## src/rtl/freq_pkg.sv

```systemverilog
// rtl/freq_pkg.sv - shared constants and default-divisor helper for the frequency divider
package freq_pkg;

    localparam int CH_FAST = 0;
    localparam int CH_SLOW = 1;
    localparam int DIV_MIN = 2;

    // Returns 0 for a zero target frequency so the caller's range check rejects it.
    function automatic longint unsigned div_default(input longint unsigned clk_hz,
                                                    input longint unsigned f_hz);
        return (f_hz == 64'd0) ? 64'd0 : clk_hz / f_hz;
    endfunction

endpackage

```

## src/rtl/divisor_frecuencia_div_canal.sv

```systemverilog
// rtl/divisor_frecuencia_div_canal.sv - one divider channel: counter, active/shadow divisor, tick, square wave
module div_canal
    import freq_pkg::*;
#(
    parameter int               CNT_W     = 32,
    parameter logic [CNT_W-1:0] RESET_DIV = CNT_W'(DIV_MIN)
) (
    input  logic             clk,
    input  logic             rst,
    input  logic             en,
    input  logic             load,
    input  logic [CNT_W-1:0] val,
    output logic             busy,
    output logic             done,
    output logic             tick,
    output logic             sq
);

    logic [CNT_W-1:0] cnt;
    logic [CNT_W-1:0] n_act;
    logic [CNT_W-1:0] shadow;
    logic             pending;
    logic             tick_r;
    logic             sq_r;
    logic             done_r;

    logic             wrap;
    logic [CNT_W-1:0] cnt_next;
    logic [CNT_W-1:0] n_next;
    logic [CNT_W-1:0] val_clamped;

    always_comb begin
        wrap        = en && (cnt == n_act - CNT_W'(1));
        cnt_next    = wrap ? '0 : cnt + CNT_W'(1);
        n_next      = (wrap && pending) ? shadow : n_act;
        val_clamped = (val < CNT_W'(DIV_MIN)) ? CNT_W'(DIV_MIN) : val;
    end

    // sq is computed from the post-edge count and divisor so a new period is
    // already shaped by the new divisor, with no glitch at the boundary.
    always_ff @(posedge clk or posedge rst) begin
        if (rst) begin
            cnt     <= '0;
            n_act   <= RESET_DIV;
            shadow  <= '0;
            pending <= 1'b0;
            tick_r  <= 1'b0;
            sq_r    <= 1'b0;
            done_r  <= 1'b0;
        end else begin
            done_r <= 1'b0;
            tick_r <= 1'b0;
            if (en) begin
                cnt    <= cnt_next;
                tick_r <= wrap;
                sq_r   <= (cnt_next < (n_next >> 1));
                if (wrap && pending) begin
                    n_act   <= shadow;
                    pending <= 1'b0;
                    done_r  <= 1'b1;
                end
            end
            // A load on the wrap edge re-arms pending after the apply above.
            if (load) begin
                shadow  <= val_clamped;
                pending <= 1'b1;
            end
        end
    end

    assign busy = pending;
    assign done = done_r;
    assign tick = tick_r;
    assign sq   = sq_r;

endmodule

```

## src/rtl/divisor_frecuencia.sv

```systemverilog
// rtl/divisor_frecuencia.sv - fast/slow time-base generator with reloadable divisors
module divisor_frecuencia
    import freq_pkg::*;
#(
    parameter longint unsigned CLK_HZ    = 100_000_000,
    parameter longint unsigned F_FAST_HZ = 10_000,
    parameter longint unsigned F_SLOW_HZ = 1,
    parameter int              CNT_W     = 32
) (
    input  logic             clk,
    input  logic             rst,
    input  logic             en,
    input  logic             div_load,
    input  logic             div_sel,
    input  logic [CNT_W-1:0] div_val,
    output logic [1:0]       div_busy,
    output logic [1:0]       div_done,
    output logic             tick_fast,
    output logic             tick_slow,
    output logic             sq_fast,
    output logic             sq_slow
);

    localparam longint unsigned N_FAST = div_default(CLK_HZ, F_FAST_HZ);
    localparam longint unsigned N_SLOW = div_default(CLK_HZ, F_SLOW_HZ);
    localparam longint unsigned N_LIM  = 64'd1 << CNT_W;

    if (N_FAST < 64'(DIV_MIN) || N_FAST >= N_LIM) begin : g_bad_fast
        $error("divisor_frecuencia: fast default divisor out of range");
    end
    if (N_SLOW < 64'(DIV_MIN) || N_SLOW >= N_LIM) begin : g_bad_slow
        $error("divisor_frecuencia: slow default divisor out of range");
    end

    logic load_fast;
    logic load_slow;

    assign load_fast = div_load && !div_sel;
    assign load_slow = div_load && div_sel;

    div_canal #(
        .CNT_W    (CNT_W),
        .RESET_DIV(CNT_W'(N_FAST))
    ) u_fast (
        .clk (clk),
        .rst (rst),
        .en  (en),
        .load(load_fast),
        .val (div_val),
        .busy(div_busy[CH_FAST]),
        .done(div_done[CH_FAST]),
        .tick(tick_fast),
        .sq  (sq_fast)
    );

    div_canal #(
        .CNT_W    (CNT_W),
        .RESET_DIV(CNT_W'(N_SLOW))
    ) u_slow (
        .clk (clk),
        .rst (rst),
        .en  (en),
        .load(load_slow),
        .val (div_val),
        .busy(div_busy[CH_SLOW]),
        .done(div_done[CH_SLOW]),
        .tick(tick_slow),
        .sq  (sq_slow)
    );

endmodule

```

## config.mk

```make
export PLATFORM = sky130hd
export DESIGN_NAME = divisor_frecuencia
export DESIGN_NICKNAME = d
export VERILOG_FILES = /design/src/rtl/freq_pkg.sv /design/src/rtl/divisor_frecuencia_div_canal.sv /design/src/rtl/divisor_frecuencia.sv
export SDC_FILE = /design/constraint.sdc
export NUM_CORES = 1
export LEC_CHECK = 0
export CORE_ASPECT_RATIO = 0.9
export CORE_UTILIZATION = 55
export CTS_BUF_LIST = sky130_fd_sc_hd__clkbuf_4 sky130_fd_sc_hd__clkbuf_8
export DETAILED_ROUTE_END_ITERATION = 8
export PLACE_DENSITY = 0.73
export SYNTH_ARGS = -nofsm -noshare
export SYNTH_HDL_FRONTEND = slang
export SYNTH_SLANG_ARGS = --single-unit
```

## constraint.sdc

```tcl
create_clock -name clk -period 7.8 [get_ports clk]
set_input_delay 1.56 -clock clk [delete_from_list [all_inputs] [get_ports clk]]
set_output_delay 1.56 -clock clk [all_outputs]
set_load 0.005 [all_outputs]
```

# After elaboration in Yosys (flattened, before gate mapping)

Index checks and enable logic that the tools add are counted.

$add $sub $neg: 4
Magnitude comparators: 3
Equality and inequality tests: 2
Multiplexer cells: 17
Reduce and logical (&&, ||, !) cells: 15

Operator list:

| cell                                                                   | count |
|---|---|
| 32-bit 2-to-1 mux                                                      | 5 |
| 32-bit by 1-bit adder with 32-bit output (second input constant)       | 2 |
| 32-bit == test                                                         | 2 |
| 32-bit by 31-bit < comparator with 1-bit output                        | 2 |
| 32-bit by 1-bit subtractor with 32-bit output (second input constant)  | 2 |
| 32-bit by 2-bit < comparator with 1-bit output (second input constant) | 1 |
| 1-bit 2-to-1 mux                                                       | 12 |
| 2-bit AND reduction                                                    | 4 |
| 2-bit nonzero test                                                     | 4 |
| 1-bit logical AND                                                      | 6 |
| 1-bit logical NOT                                                      | 1 |

Bits in registers: 200
Bits of input ports: 37
Output and inout port bits: 8
Logic and storage cells: 57

# Depth between registers and ports, before layout

Gate-level depths: netlist of the first run.

Depth after elaboration: 7
Mapped depth: 24
Mapped depth without buffers: 21

# Cells and area by module

A second synthesis of the first run with hierarchy kept.

Cell total of the unflattened synthesis: 1300
Area, all modules: 12834.8 µm²

By module, submodules not included:

| module              | times used | cells an instance | area an instance (µm²) | sequential area each (µm²) |
|---|---|---|---|---|
| div_canal at u_slow | 1          | 649               | 6413.7                 | 2517.4 |
| div_canal at u_fast | 1          | 649               | 6404.9                 | 2508.7 |
| divisor_frecuencia  | 1          | 2                 | 16.3                   | 0.0 |

# Worst setup path before layout of the first run

Ideal clock, no wire load.

Path kind: reg2reg
Start point: register u_slow.n_act[0]
End point: register u_slow.sq_r (netlist: u_slow.sq)
Setup time: 0.122 ns
Arrival: 5.347 ns
Required time: 7.678 ns
Setup slack: 2.330 ns
Stages on the path, launching flop included: 22
Buffers on the path: 2
Period minus slack after synthesis: 5.470 ns
Path through: dfrtp_1 inv_1 ha_1 or4b_1 or4_1 buf_2 or3_1 xnor2_1 o311ai_1 or4b_1 nor4b_4 clkbuf_1 nor2_1 ha_1 nand3_1 or2_2 or4_1 nor2_1 o31ai_1 o21ai_0 mux2_2 nor3_1

Elaborated cells on any way between the ends: 7

RTL lines:

| element                                         | line                               | RTL |
|---|---|---|
| from (decl)                                     | divisor_frecuencia_div_canal.sv:20 | `logic [CNT_W-1:0] n_act;` |
| from (signal assigned)                          | divisor_frecuencia_div_canal.sv:58 | `n_act <= shadow;` |
| 32-bit by 1-bit subtractor with 32-bit output   | divisor_frecuencia_div_canal.sv:33 | `wrap = en && (cnt == n_act - CNT_W'(1));` |
| 32-bit == test                                  | divisor_frecuencia_div_canal.sv:33 |  |
| 1-bit logical AND                               | divisor_frecuencia_div_canal.sv:33 |  |
| 32-bit 2-to-1 mux                               | divisor_frecuencia_div_canal.sv:34 | `cnt_next = wrap ? '0 : cnt + CNT_W'(1);` |
| named net u_slow.cnt_next[29]                   | divisor_frecuencia_div_canal.sv:28 | `logic [CNT_W-1:0] cnt_next;` |
| 32-bit by 31-bit < comparator with 1-bit output | divisor_frecuencia_div_canal.sv:56 | `sq_r <= (cnt_next < (n_next >> 1));` |
| to (signal assigned)                            | divisor_frecuencia_div_canal.sv:56 |  |
| to (decl)                                       | divisor_frecuencia_div_canal.sv:24 | `logic sq_r;` |

The timed path passes the listed nets, and every way through them passes these cells.
A chain may end at the register's enable or synchronous reset.

# Worst setup path in the final report of the first run

Start point: register u_slow.n_act[0]
End point: register u_slow.sq_r (netlist: u_slow.sq)

Longest elaborated chain between the ends: 6
Elaborated cells on any way between the ends: 7

Ends and longest elaborated chain:

| element                                             | line                               | RTL |
|---|---|---|
| 32-bit by 1-bit subtractor with 32-bit output (*)   | divisor_frecuencia_div_canal.sv:33 |  |
| 32-bit == test (*)                                  | divisor_frecuencia_div_canal.sv:33 |  |
| 1-bit logical AND (*)                               | divisor_frecuencia_div_canal.sv:33 |  |
| 1-bit logical AND                                   | divisor_frecuencia_div_canal.sv:35 | `n_next = (wrap && pending) ? shadow : n_act;` |
| 32-bit 2-to-1 mux                                   | n/a                                |  |
| 32-bit by 31-bit < comparator with 1-bit output (*) | divisor_frecuencia_div_canal.sv:56 |  |

Every way passes the cells marked *; elsewhere a longest branch is shown, timed or not.

==> qor.yml, run 1 <==
post_layout_nonfiller_instances: 1758
syn-mean-instance-area_um2: 9.28
n_antenna_cell: 0
layout-drive-gt1-share_pct: 12.4
core.rowCount: 53
total_power_per_unit_cell_area_nw_per_um2: 214
vdd_ir_drop_max_uv: 111
worst_r2r_path_depth: 19
run_status: "completed"
clock_power_share_pct: 23.9
worstMarginPinSlew_ps: 1150
synthesized_netlist_net_count: 1554
drc_errors: 0
htree_num_levels: 4
worst_setup_path_start_kind: "register"
design.final.nets: 1544
hold_slack_ps: 490
async_reset_ff_share_pct: 100
drtAntennaViolNets: 0
syn_to_final_growth_pct: 7.42
cell_count_after_synthesis: 1453
via_count: 10785
number_of_buffers_on_the_longest_clock_path: 2
vias_in_the_first_global_route: 10111
drt_wl_total_um: 34000
synth.cell_area_um2: 13500
p_int_uw: 1960
final.min_clock_period_ps: 6570
final-max-slew-violation-count: 0
detail_route.first_pass.iterations: 7
grt_setup_unrepaired: "no"
postLayoutCellArea_um2: 14500
vias_per_cell: 6.13
holdCritPathClass: "register to register"
dpl.cell_count: 1726
met1_length_um: 17000
power.share.sequential_pct: 45.3
synth.yosys.warnings: 0
drv_cap: 0
achievable-frequency_ghz: 0.152
grt.overflow.total: 0
die_area_um2: 25100
timing.setup.critical_path_class: "register to register"
wire_length_of_the_first_global_routing_pass_um: 54400
routed-wl-met3_um: 1790
cts.sinks: 200
finalWeightedCongestion: 0.914
timing.critical_path.fanout_max: 41
dp_hpwl_um: 24900
first_iter_violations: 837
numPortBuffers: 44
clk-insertion-delay-late_ps: 500
synth_ff_type: "sky130_fd_sc_hd__dfrtp_1"
root_buffer: "sky130_fd_sc_hd__clkbuf_8"
power_uw: 3100
met2_length_um: 14500
number_of_synthesized_flops_with_an_enable_pin: 0
post_route_skew_ps: 26.8
cts.clk_slew.worst_paths_ps: 110
p_leak_uw: 0.00694
highest_routed_metal_layer: "met4"
ys_seq_area_share_pct: 37.3
cp-end-kind: "register"
post_cts_resize_count: 0
p_comb_share_pct: 30.8
antenna_violations_before_repair: 0
tritoncts: "done"
fill_cells: 2019
die_w_um: 167
wire_per_inst_um: 19.3
initial_core_util_pct: 56.9
setup_viol: 0
holdPathStages: 2
netSwitchingFraction_pct: 36.9
unique_cell_type_count_in_the_yosys_netlist: 70
ioPinCount: 45
cts_hold_buf: 0
gr-usage-all-layers_pct: 27.8
setup_total_negative_slack_ps: 0
die_height_um: 151
power_switching_uw: 1150
final_cycle_share_pct: 84.2
cts_setup_buffers: 0
grt_max_degree: 137
timing.critical_path.arrival_ps: 6950
yosys_reg_bits: 200
worstPathRequired_ps: 8180
finalHoldViolCount: 0
post_place_cell_area_um2: 14000
cts_made_buffers: 17
area_of_the_core_um2: 23700
worst_max_slew_margin_expressed_relative_to_the_limit_pct: 22.9
Yosys cell counts (all sizes together), types with 7 or more instances:
cell | number | area (um2)
xor2 | 37 | 324
nand3 | 35 | 175
or3 | 22 | 138
a21o | 35 | 263
or2 | 10 | 62.6
nand2b | 12 | 75.1
or4 | 16 | 120
clkbuf | 64 | 240
nor4 | 28 | 175
mux2 | 100 | 1130
dfrtp | 183 | 4580
nor3 | 40 | 200
nor2 | 107 | 402
o22ai | 7 | 43.8
buf | 21 | 113
nor2b | 18 | 113
dfstp | 17 | 447
nand2 | 150 | 566
xnor2 | 89 | 780
and2 | 12 | 75.1
o21ai | 47 | 235
mux2i | 66 | 661
and4 | 7 | 61.3
a21oi | 43 | 215
a22o | 8 | 70.1
nand4 | 39 | 244
nor4b | 7 | 82.6
and3 | 21 | 131
ha | 64 | 801
inv | 62 | 233
critical path, stage by stage (launching register included):
cell                      delay (ps)
sky130_fd_sc_hd__dfrtp_1         440
sky130_fd_sc_hd__inv_1            80
sky130_fd_sc_hd__ha_1            190
sky130_fd_sc_hd__or4b_1          480
sky130_fd_sc_hd__or4_1           700
sky130_fd_sc_hd__or3_1           440
sky130_fd_sc_hd__or4_1           510
sky130_fd_sc_hd__o31ai_1         340
sky130_fd_sc_hd__and4b_1         680
sky130_fd_sc_hd__nand2_2         510
sky130_fd_sc_hd__buf_4           470
sky130_fd_sc_hd__mux2i_1         200
sky130_fd_sc_hd__ha_1            330
sky130_fd_sc_hd__nand4_1          80
sky130_fd_sc_hd__or4_1           450
sky130_fd_sc_hd__nor2_1          160
sky130_fd_sc_hd__o31ai_1          90
sky130_fd_sc_hd__o21ai_0          80
sky130_fd_sc_hd__mux2_2          170
sky130_fd_sc_hd__nor3_1           40
registers in the layout (all words and copies together), names as in the netlist:
name and flops:
u_fast.sq 1, u_slow.cnt 32, u_fast.busy 1, u_slow.tick 1, u_fast.done 1, u_fast.tick 1
u_fast.shadow 32, u_slow.shadow 32, u_fast.cnt 32, u_slow.sq 1, u_slow.busy 1, u_slow.done 1
u_slow.n_act 32, u_fast.n_act 32
per-layer routing:
layer,GRT usage [%],vias to the layer above
li1,-,5153
met1,41.2,5276
met2,41.7,312
met3,4.15,44
met4,8.94,0
met5,0,-
final timing paths:
path / startpoint / endpoint / slack [ps]
setup / recovery: u_slow.n_act[0]$_DFFE_PP0P_ / u_slow.sq$_DFFE_PP0P_ / 1230
hold / removal: u_fast.shadow[21]$_DFFE_PP0P_ / u_fast.shadow[21]$_DFFE_PP0P_ / 490
setup reg to reg: u_slow.n_act[0]$_DFFE_PP0P_ / u_slow.sq$_DFFE_PP0P_ / 1230
hold reg to reg: u_fast.shadow[21]$_DFFE_PP0P_ / u_fast.shadow[21]$_DFFE_PP0P_ / 490
max in group asynchronous: rst / u_slow.shadow[30]$_DFFE_PP0P_ / 4700
min in group asynchronous: rst / u_fast.n_act[27]$_DFFE_PP0P_ / 1670
through the flow:
stage | util (%) | setup WS [ps]
after detailed placement | 59.3 | 1290
final | 61.2 | 1230
after global placement | 59.3 | 1460
after floorplan | - | 814
after global routing | 61.2 | 771
after CTS | 61.2 | 1270
layout by cell type (no fill, tap or decap), types with 7 or more instances in the layout:
master,count
sky130_fd_sc_hd__dfrtp_1,183
sky130_fd_sc_hd__nand2_1,149
sky130_fd_sc_hd__nor2_1,107
sky130_fd_sc_hd__mux2_2,98
sky130_fd_sc_hd__xnor2_1,89
sky130_fd_sc_hd__mux2i_1,66
sky130_fd_sc_hd__ha_1,64
sky130_fd_sc_hd__inv_1,61
sky130_fd_sc_hd__o21ai_0,45
sky130_fd_sc_hd__a21oi_1,43
sky130_fd_sc_hd__clkdlybuf4s50_1,43
sky130_fd_sc_hd__nor3_1,40
sky130_fd_sc_hd__nand4_1,39
sky130_fd_sc_hd__xor2_1,37
sky130_fd_sc_hd__nand3_1,35
sky130_fd_sc_hd__a21o_1,35
sky130_fd_sc_hd__nor4_1,28
sky130_fd_sc_hd__or3_1,22
sky130_fd_sc_hd__and3_1,21
sky130_fd_sc_hd__nor2b_1,17
sky130_fd_sc_hd__clkbuf_8,17
sky130_fd_sc_hd__dfstp_2,17
sky130_fd_sc_hd__or4_1,15
sky130_fd_sc_hd__and2_1,12
sky130_fd_sc_hd__nand2b_1,12
sky130_fd_sc_hd__buf_4,12
sky130_fd_sc_hd__or2_2,10
sky130_fd_sc_hd__a22o_1,8
sky130_fd_sc_hd__o22ai_1,7
sky130_fd_sc_hd__and4_1,7
cell type report:
class | count | area [um2] | share of cell area, %
Multi-Input combinational cell | 1106 | 7870 | 54.4
Sequential cell | 200 | 5030 | 34.7
Tap cell | 302 | 378 | 2.61
Timing Repair Buffer | 56 | 526 | 3.63
Inverter | 62 | 240 | 1.66
Clock buffer | 17 | 234 | 1.62
Clock inverter | 15 | 204 | 1.41
power by group through the flow:
| stage | logic, uW | registers, uW | clock network (uW) |
|---|---|---|---|
| after floorplan | 795 | 1300 | 0 |
| after global placement | 915 | 1410 | 0 |
| after detailed placement | 940 | 1420 | 0 |
| after CTS | 950 | 1400 | 750 |
| after global routing | 1070 | 1430 | 789 |
| final | 955 | 1400 | 741 |
kinds of logic after synthesis:
logic type	Yosys count	synth area share, %
muxes	166	13.3
and+or+nand+nor	545	20.7
AOI/OAI and AO/OA	205	10.2
adders and majority gates	64	5.94
buffers and inverters	147	4.34
DFF	200	37.3
xor gates and xnor gates	126	8.19
No activity file was read; power rests on OpenSTA's default activity.
==> run 2: changes to the inputs <==
Clock period 7.8 ns to 6.1 ns, I/O delays scaled along.
==> qor.yml, run 2 (same netlist as run 1, synthesis figures left out) <==
cts_made_buffers: 17  # unchanged
timing.critical_path.arrival_ps: 6200  # -750 ps
layout_commonest_cell: "sky130_fd_sc_hd__dfrtp_1"
dp_hpwl_um: 25100  # +0.51%
critical_path_buf_inv_count: 2  # unchanged
critPathMaxStageDelay_ps: 600  # -100 ps
drtAntennaViolNets: 0  # unchanged
path_cells: "inv_1 -> ha_1 -> or4b_1 -> or4_4 -> or3_1 -> xnor2_1 -> o311ai_1 -> or4b_1 -> nor4b_4 -> buf_6 -> a21oi_1 -> ha_1 -> nand4_1 -> or2_2 -> or4_1 -> nor2_1 -> o31ai_1 -> o21ai_0 -> mux2_2 -> nor3_1"
ioPinCount: 45  # unchanged
htree_num_levels: 4  # unchanged
n_antenna_cell: 0  # unchanged
power_uw: 3890  # +26%
final_cycle_share_pct: 95.8  # +12 points
tritoncts: "done"
postLayoutCellArea_um2: 14600  # +0.67%
timing.critical_path.fanout_max: 24  # -41%
final-max-slew-violation-count: 0  # unchanged
initial_core_util_pct: 56.9  # unchanged
critical-path-top-delay-family: "simple AND/OR/NAND/NOR gates"
met1_use_gr_pct: 42.1  # +0.85 points
vias_in_the_first_global_route: 10344  # +2.3%
hold_slack_ps: 490  # -0.499 ps
number_of_buffers_on_the_longest_clock_path: 2  # unchanged
die_height_um: 151  # unchanged
clk-insertion-delay-late_ps: 480  # -20 ps
worstMarginPinSlew_ps: 1230  # +83.0 ps
finish.utilization_pct: 61.6  # +0.41 points
first_iter_violations: 840  # +0.36%
grt_setup_unrepaired: "no"
cts_hold_buf: 0  # unchanged
cts.clk_slew.worst_paths_ps: 110  # about the same
numPortBuffers: 44  # unchanged
grt_util_met2_pct: 42.6  # +0.90 points
vdd_ir_drop_max_uv: 192  # +74%
setup_viol: 0  # unchanged
worst_setup_path_start_kind: "register"
holdCritPathClass: "register to register"
layout.cells.most_common_list: "183 x sky130_fd_sc_hd__dfrtp_1, 149 x sky130_fd_sc_hd__nand2_1, 107 x sky130_fd_sc_hd__nor2_1, 98 x sky130_fd_sc_hd__mux2_2, 89 x sky130_fd_sc_hd__xnor2_1"
cts.sinks: 200  # unchanged
run_status: "completed"
worst_max_slew_margin_expressed_relative_to_the_limit_pct: 17.3  # -5.6 points
p_leak_uw: 0.00699  # +0.80%
layout-drive-gt1-share_pct: 13.3  # +0.91 points
wire_length_of_the_first_global_routing_pass_um: 55500  # +2.1%
cp-end-kind: "register"
setup_total_negative_slack_ps: 0  # unchanged
detail_route.first_pass.iterations: 5  # -2
area_of_the_core_um2: 23700  # unchanged
gr-usage-all-layers_pct: 27.9  # +0.11 points
finalWeightedCongestion: 0.889  # -2.7%
post_place_cell_area_um2: 14100  # +0.76%
via_count: 10884  # +0.92%
met3_usage_pct: 4.00  # -0.16 points
die_area_um2: 25100  # unchanged
timing.setup.critical_path_class: "register to register"
drc_errors: 0  # unchanged
drv_cap: 0  # unchanged
achievable-frequency_ghz: 0.171  # +12%
total_power_per_unit_cell_area_nw_per_um2: 267  # +25%
root_buffer: "sky130_fd_sc_hd__clkbuf_8"
die_w_um: 167  # unchanged
critical_path.slowest_cell: "sky130_fd_sc_hd__or4_4"
post_route_skew_ps: 22.2  # -4.62 ps
final.min_clock_period_ps: 5840  # -725 ps
vias_per_cell: 6.15  # +0.18%
finalHoldViolCount: 0  # unchanged
drt_wl_total_um: 33800  # -0.71%
grt_max_degree: 184  # +34%
antenna_violations_before_repair: 0  # unchanged
grt.overflow.total: 0  # unchanged
design.final.nets: 1557  # +0.84%
syn_to_final_growth_pct: 8.14
core.rowCount: 53  # unchanged
busiest_layer: "met2"
worstPathRequired_ps: 6460  # -1720 ps
wire_per_inst_um: 19.1  # -1.4%
run 2: cell count changes in the layout (fill, tap and decap cells not counted), moves of 2 or more:
cell                        before  now
sky130_fd_sc_hd__clkinv_8        3    5
sky130_fd_sc_hd__inv_6           3    5
sky130_fd_sc_hd__buf_4          12   23
sky130_fd_sc_hd__inv_8           5    2
sky130_fd_sc_hd__bufinv_16       2    0
run 2: path summary, 6_finish.rpt:
kind	from	endpoint	slack, ps	cells past startpoint
max in group asynchronous	rst	u_fast.cnt[19]$_DFFE_PP0P_	3690	3
worst min-delay path	u_fast.shadow[18]$_DFFE_PP0P_	u_fast.shadow[18]$_DFFE_PP0P_	490	2
worst max register to register	u_slow.n_act[0]$_DFFE_PP0P_	u_slow.sq$_DFFE_PP0P_	260	20
min in group asynchronous	rst	u_fast.shadow[26]$_DFFE_PP0P_	1080	2
worst max-delay path	u_slow.n_act[0]$_DFFE_PP0P_	u_slow.sq$_DFFE_PP0P_	260	20
worst min register to register	u_fast.shadow[18]$_DFFE_PP0P_	u_fast.shadow[18]$_DFFE_PP0P_	490	2
run 2: tightest hold or removal path, delay by kind of cell (launching register included):
| family | cells | cell delay [ps] |
|---|---|---|
| simple gates | 2 | 100 |
| flops | 1 | 360 |
run 2: what timing repair did:
action	4_1_cts	5_1_grt
gates resized for setup	0	4
buffers inserted	0	0
endpoints found under the setup margin	0	1
run 2: metrics by stage:
| step | setup WS (ps) | std cells |
|---|---|---|
| 6_report | 259 | 1771 |
| 5_1_grt | 36.1 | 1771 |
| 4_1_cts | 62.7 | 1771 |
| 3_5_place_dp | 109 | 1739 |
| 3_3_place_gp | 319 | 1739 |
| 2_1_floorplan | 630 | 1453 |
run 2: layout make-up:
class / count / area (um2)
Fill cell: 2020 / 9100
Multi-Input combinational cell: 1106 / 7880
Sequential cell: 200 / 5030
Timing Repair Buffer: 69 / 639
Tap cell: 302 / 378
Inverter: 62 / 236
Clock buffer: 17 / 234
Clock inverter: 15 / 178
run 2: report_power, final:
part | internal, uW | switching [uW] | total [uW]
Combinational | 606 | 610 | 1220
Clock | 317 | 566 | 883
Sequential | 1510 | 287 | 1790
Total | 2430 | 1460 | 3890
run 2: metal layers:
metal	part of all wire [%]	up-vias
met1	50	5341
li1	-	5181
met5	0	-
met3	5.7	33
met2	44	329
met4	1.2	0
==> run 3: changes to the inputs <==
Settings changed: CAP_MARGIN set to 10, CORE_MARGIN set to 3.
==> qor.yml, run 3 (same netlist as run 1, synthesis figures left out) <==
run_status: "completed"
worstMarginPinSlew_ps: 1140  # -97.5 ps
via_count: 10873  # -0.10%
critPathMaxStageDelay_ps: 600  # about the same
vias_per_cell: 6.13  # -0.33%
p_leak_uw: 0.00701  # +0.21%
setup_total_negative_slack_ps: 0  # unchanged
tritoncts: "done"
vias_in_the_first_global_route: 10458  # +1.1%
detail_route.first_pass.iterations: 6  # +1
cts.sinks: 200  # unchanged
finalHoldViolCount: 0  # unchanged
critical_path_buf_inv_count: 1  # -1
final-max-slew-violation-count: 0  # unchanged
drc_errors: 0  # unchanged
path_cells: "inv_1 -> ha_1 -> or4b_1 -> or4_4 -> or3_1 -> or4_1 -> o31ai_1 -> and4b_1 -> nand2_4 -> mux2i_1 -> ha_1 -> nand4_1 -> or2_2 -> or4_1 -> nor2_1 -> o31ai_1 -> o21ai_0 -> mux2_2 -> nor3_1"
root_buffer: "sky130_fd_sc_hd__clkbuf_8"
timing.setup.critical_path_class: "register to register"
dp_hpwl_um: 25100  # +0.38%
layout_commonest_cell: "sky130_fd_sc_hd__dfrtp_1"
cp-end-kind: "register"
numPortBuffers: 44  # unchanged
ioPinCount: 45  # unchanged
power_uw: 3900  # +0.24%
finalWeightedCongestion: 0.949  # +6.8%
drv_cap: 0  # unchanged
n_antenna_cell: 0  # unchanged
core.rowCount: 53  # unchanged
layout.cells.most_common_list: "183 x sky130_fd_sc_hd__dfrtp_1, 149 x sky130_fd_sc_hd__nand2_1, 107 x sky130_fd_sc_hd__nor2_1, 98 x sky130_fd_sc_hd__mux2_2, 89 x sky130_fd_sc_hd__xnor2_1"
vdd_ir_drop_max_uv: 139  # -28%
die_w_um: 171  # +2.4%
cts_made_buffers: 17  # unchanged
antenna_violations_before_repair: 0  # unchanged
total_power_per_unit_cell_area_nw_per_um2: 267  # about the same
initial_core_util_pct: 56.8  # -0.16 points
post_route_skew_ps: 32.1  # +9.91 ps
achievable-frequency_ghz: 0.174  # +1.9%
die_area_um2: 26400  # +5.1%
holdCritPathClass: "register to register"
grt_setup_unrepaired: "no"
worst_setup_path_start_kind: "register"
htree_num_levels: 4  # unchanged
final_cycle_share_pct: 94.0  # -1.8 points
gr-usage-all-layers_pct: 26.5  # -1.4 points
wire_per_inst_um: 19.1  # +0.27%
critical_path.slowest_cell: "sky130_fd_sc_hd__or4_4"
timing.critical_path.fanout_max: 15  # -38%
drt_wl_total_um: 33900  # +0.50%
wire_length_of_the_first_global_routing_pass_um: 56400  # +1.6%
area_of_the_core_um2: 23700  # +0.28%
syn_to_final_growth_pct: 8.33
final.min_clock_period_ps: 5730  # -109 ps
setup_viol: 0  # unchanged
number_of_buffers_on_the_longest_clock_path: 2  # unchanged
grt.overflow.total: 0  # unchanged
cts.clk_slew.worst_paths_ps: 130  # +20 ps
first_iter_violations: 1012  # +20%
timing.critical_path.arrival_ps: 6110  # -90 ps
die_height_um: 155  # +2.7%
worst_max_slew_margin_expressed_relative_to_the_limit_pct: 23.8  # +6.5 points
grt_max_degree: 122  # -34%
drtAntennaViolNets: 0  # unchanged
worstPathRequired_ps: 6480  # +20 ps
layout-drive-gt1-share_pct: 13.4  # +0.17 points
clk-insertion-delay-late_ps: 500  # +20 ps
design.final.nets: 1561  # +0.26%
critical-path-top-delay-family: "simple AND/OR/NAND/NOR gates"
## run 3: changes by cell type in the layout (fill, tap and decap cells not counted)
cell and change:
sky130_fd_sc_hd__buf_4 +4, sky130_fd_sc_hd__clkinv_2 -1, sky130_fd_sc_hd__clkinv_8 +1, sky130_fd_sc_hd__clkinvlp_4 +1, sky130_fd_sc_hd__inv_12 -1, sky130_fd_sc_hd__inv_6 +1
sky130_fd_sc_hd__inv_8 -1, sky130_fd_sc_hd__o31ai_1 +1, sky130_fd_sc_hd__o31ai_2 -1
## run 3: repair_timing
action	in CTS	in global routing
endpoints found under the setup margin	0	1
buffers inserted	0	1
hold buffers	0	0
gates resized for setup	0	3
## run 3: cell type report
class / count / area, um2
Inverter: 62 / 236
Clock inverter: 15 / 178
Fill cell: 2019 / 9140
Tap cell: 302 / 378
Sequential cell: 200 / 5030
Clock buffer: 17 / 234
Timing Repair Buffer: 73 / 669
Multi-Input combinational cell: 1106 / 7880
## run 3: layer usage
metal  vias up  global-route usage [%]  part of all wire (%)
met5         -                       0                     0
met4         0                    6.63                   2.0
met3        50                    5.83                   6.1
met2       321                    37.9                    43
met1      5311                    40.7                    49
li1       5191                       -                     -
## run 3: stage by stage
stage	utilization (%)	setup slack, ps	cells	instance area [um2]	hold slack [ps]
after global placement	59.7	452	1742	14200	463
final	61.5	369	1775	14600	492
after CTS	61.4	197	1774	14600	497
after floorplan	-	630	1453	13500	442
after detailed placement	59.7	263	1742	14200	470
after global routing	61.5	56.6	1775	14600	517
## run 3: report_power, final
part           switching (uW)  total, uW  leakage [uW]  internal [uW]
clock                     568        881      0.000201            313
sequential                285       1790       0.00243           1510
combinational             623       1230       0.00437            606
total                    1480       3900       0.00701           2430
## run 3: tightest hold or removal path, cell delays in order (launching register included)
cell and delay [ps]:
sky130_fd_sc_hd__dfrtp_1 360, sky130_fd_sc_hd__nand2_1 50, sky130_fd_sc_hd__nand2_1 60
## run 3: final timing paths
path | startpoint | end | slack [ps] | cells past startpoint
max reg2reg | u_slow.n_act[1]$_DFFE_PP0P_ | u_slow.sq$_DFFE_PP0P_ | 370 | 19
min in group asynchronous | rst | u_fast.n_act[22]$_DFFE_PP0P_ | 1310 | 2
min reg2reg | u_fast.shadow[19]$_DFFE_PP0P_ | u_fast.shadow[19]$_DFFE_PP0P_ | 490 | 2
min | u_fast.shadow[19]$_DFFE_PP0P_ | u_fast.shadow[19]$_DFFE_PP0P_ | 490 | 2
max | u_slow.n_act[1]$_DFFE_PP0P_ | u_slow.sq$_DFFE_PP0P_ | 370 | 19
max in group asynchronous | rst | u_fast.shadow[8]$_DFFE_PP0P_ | 3690 | 3
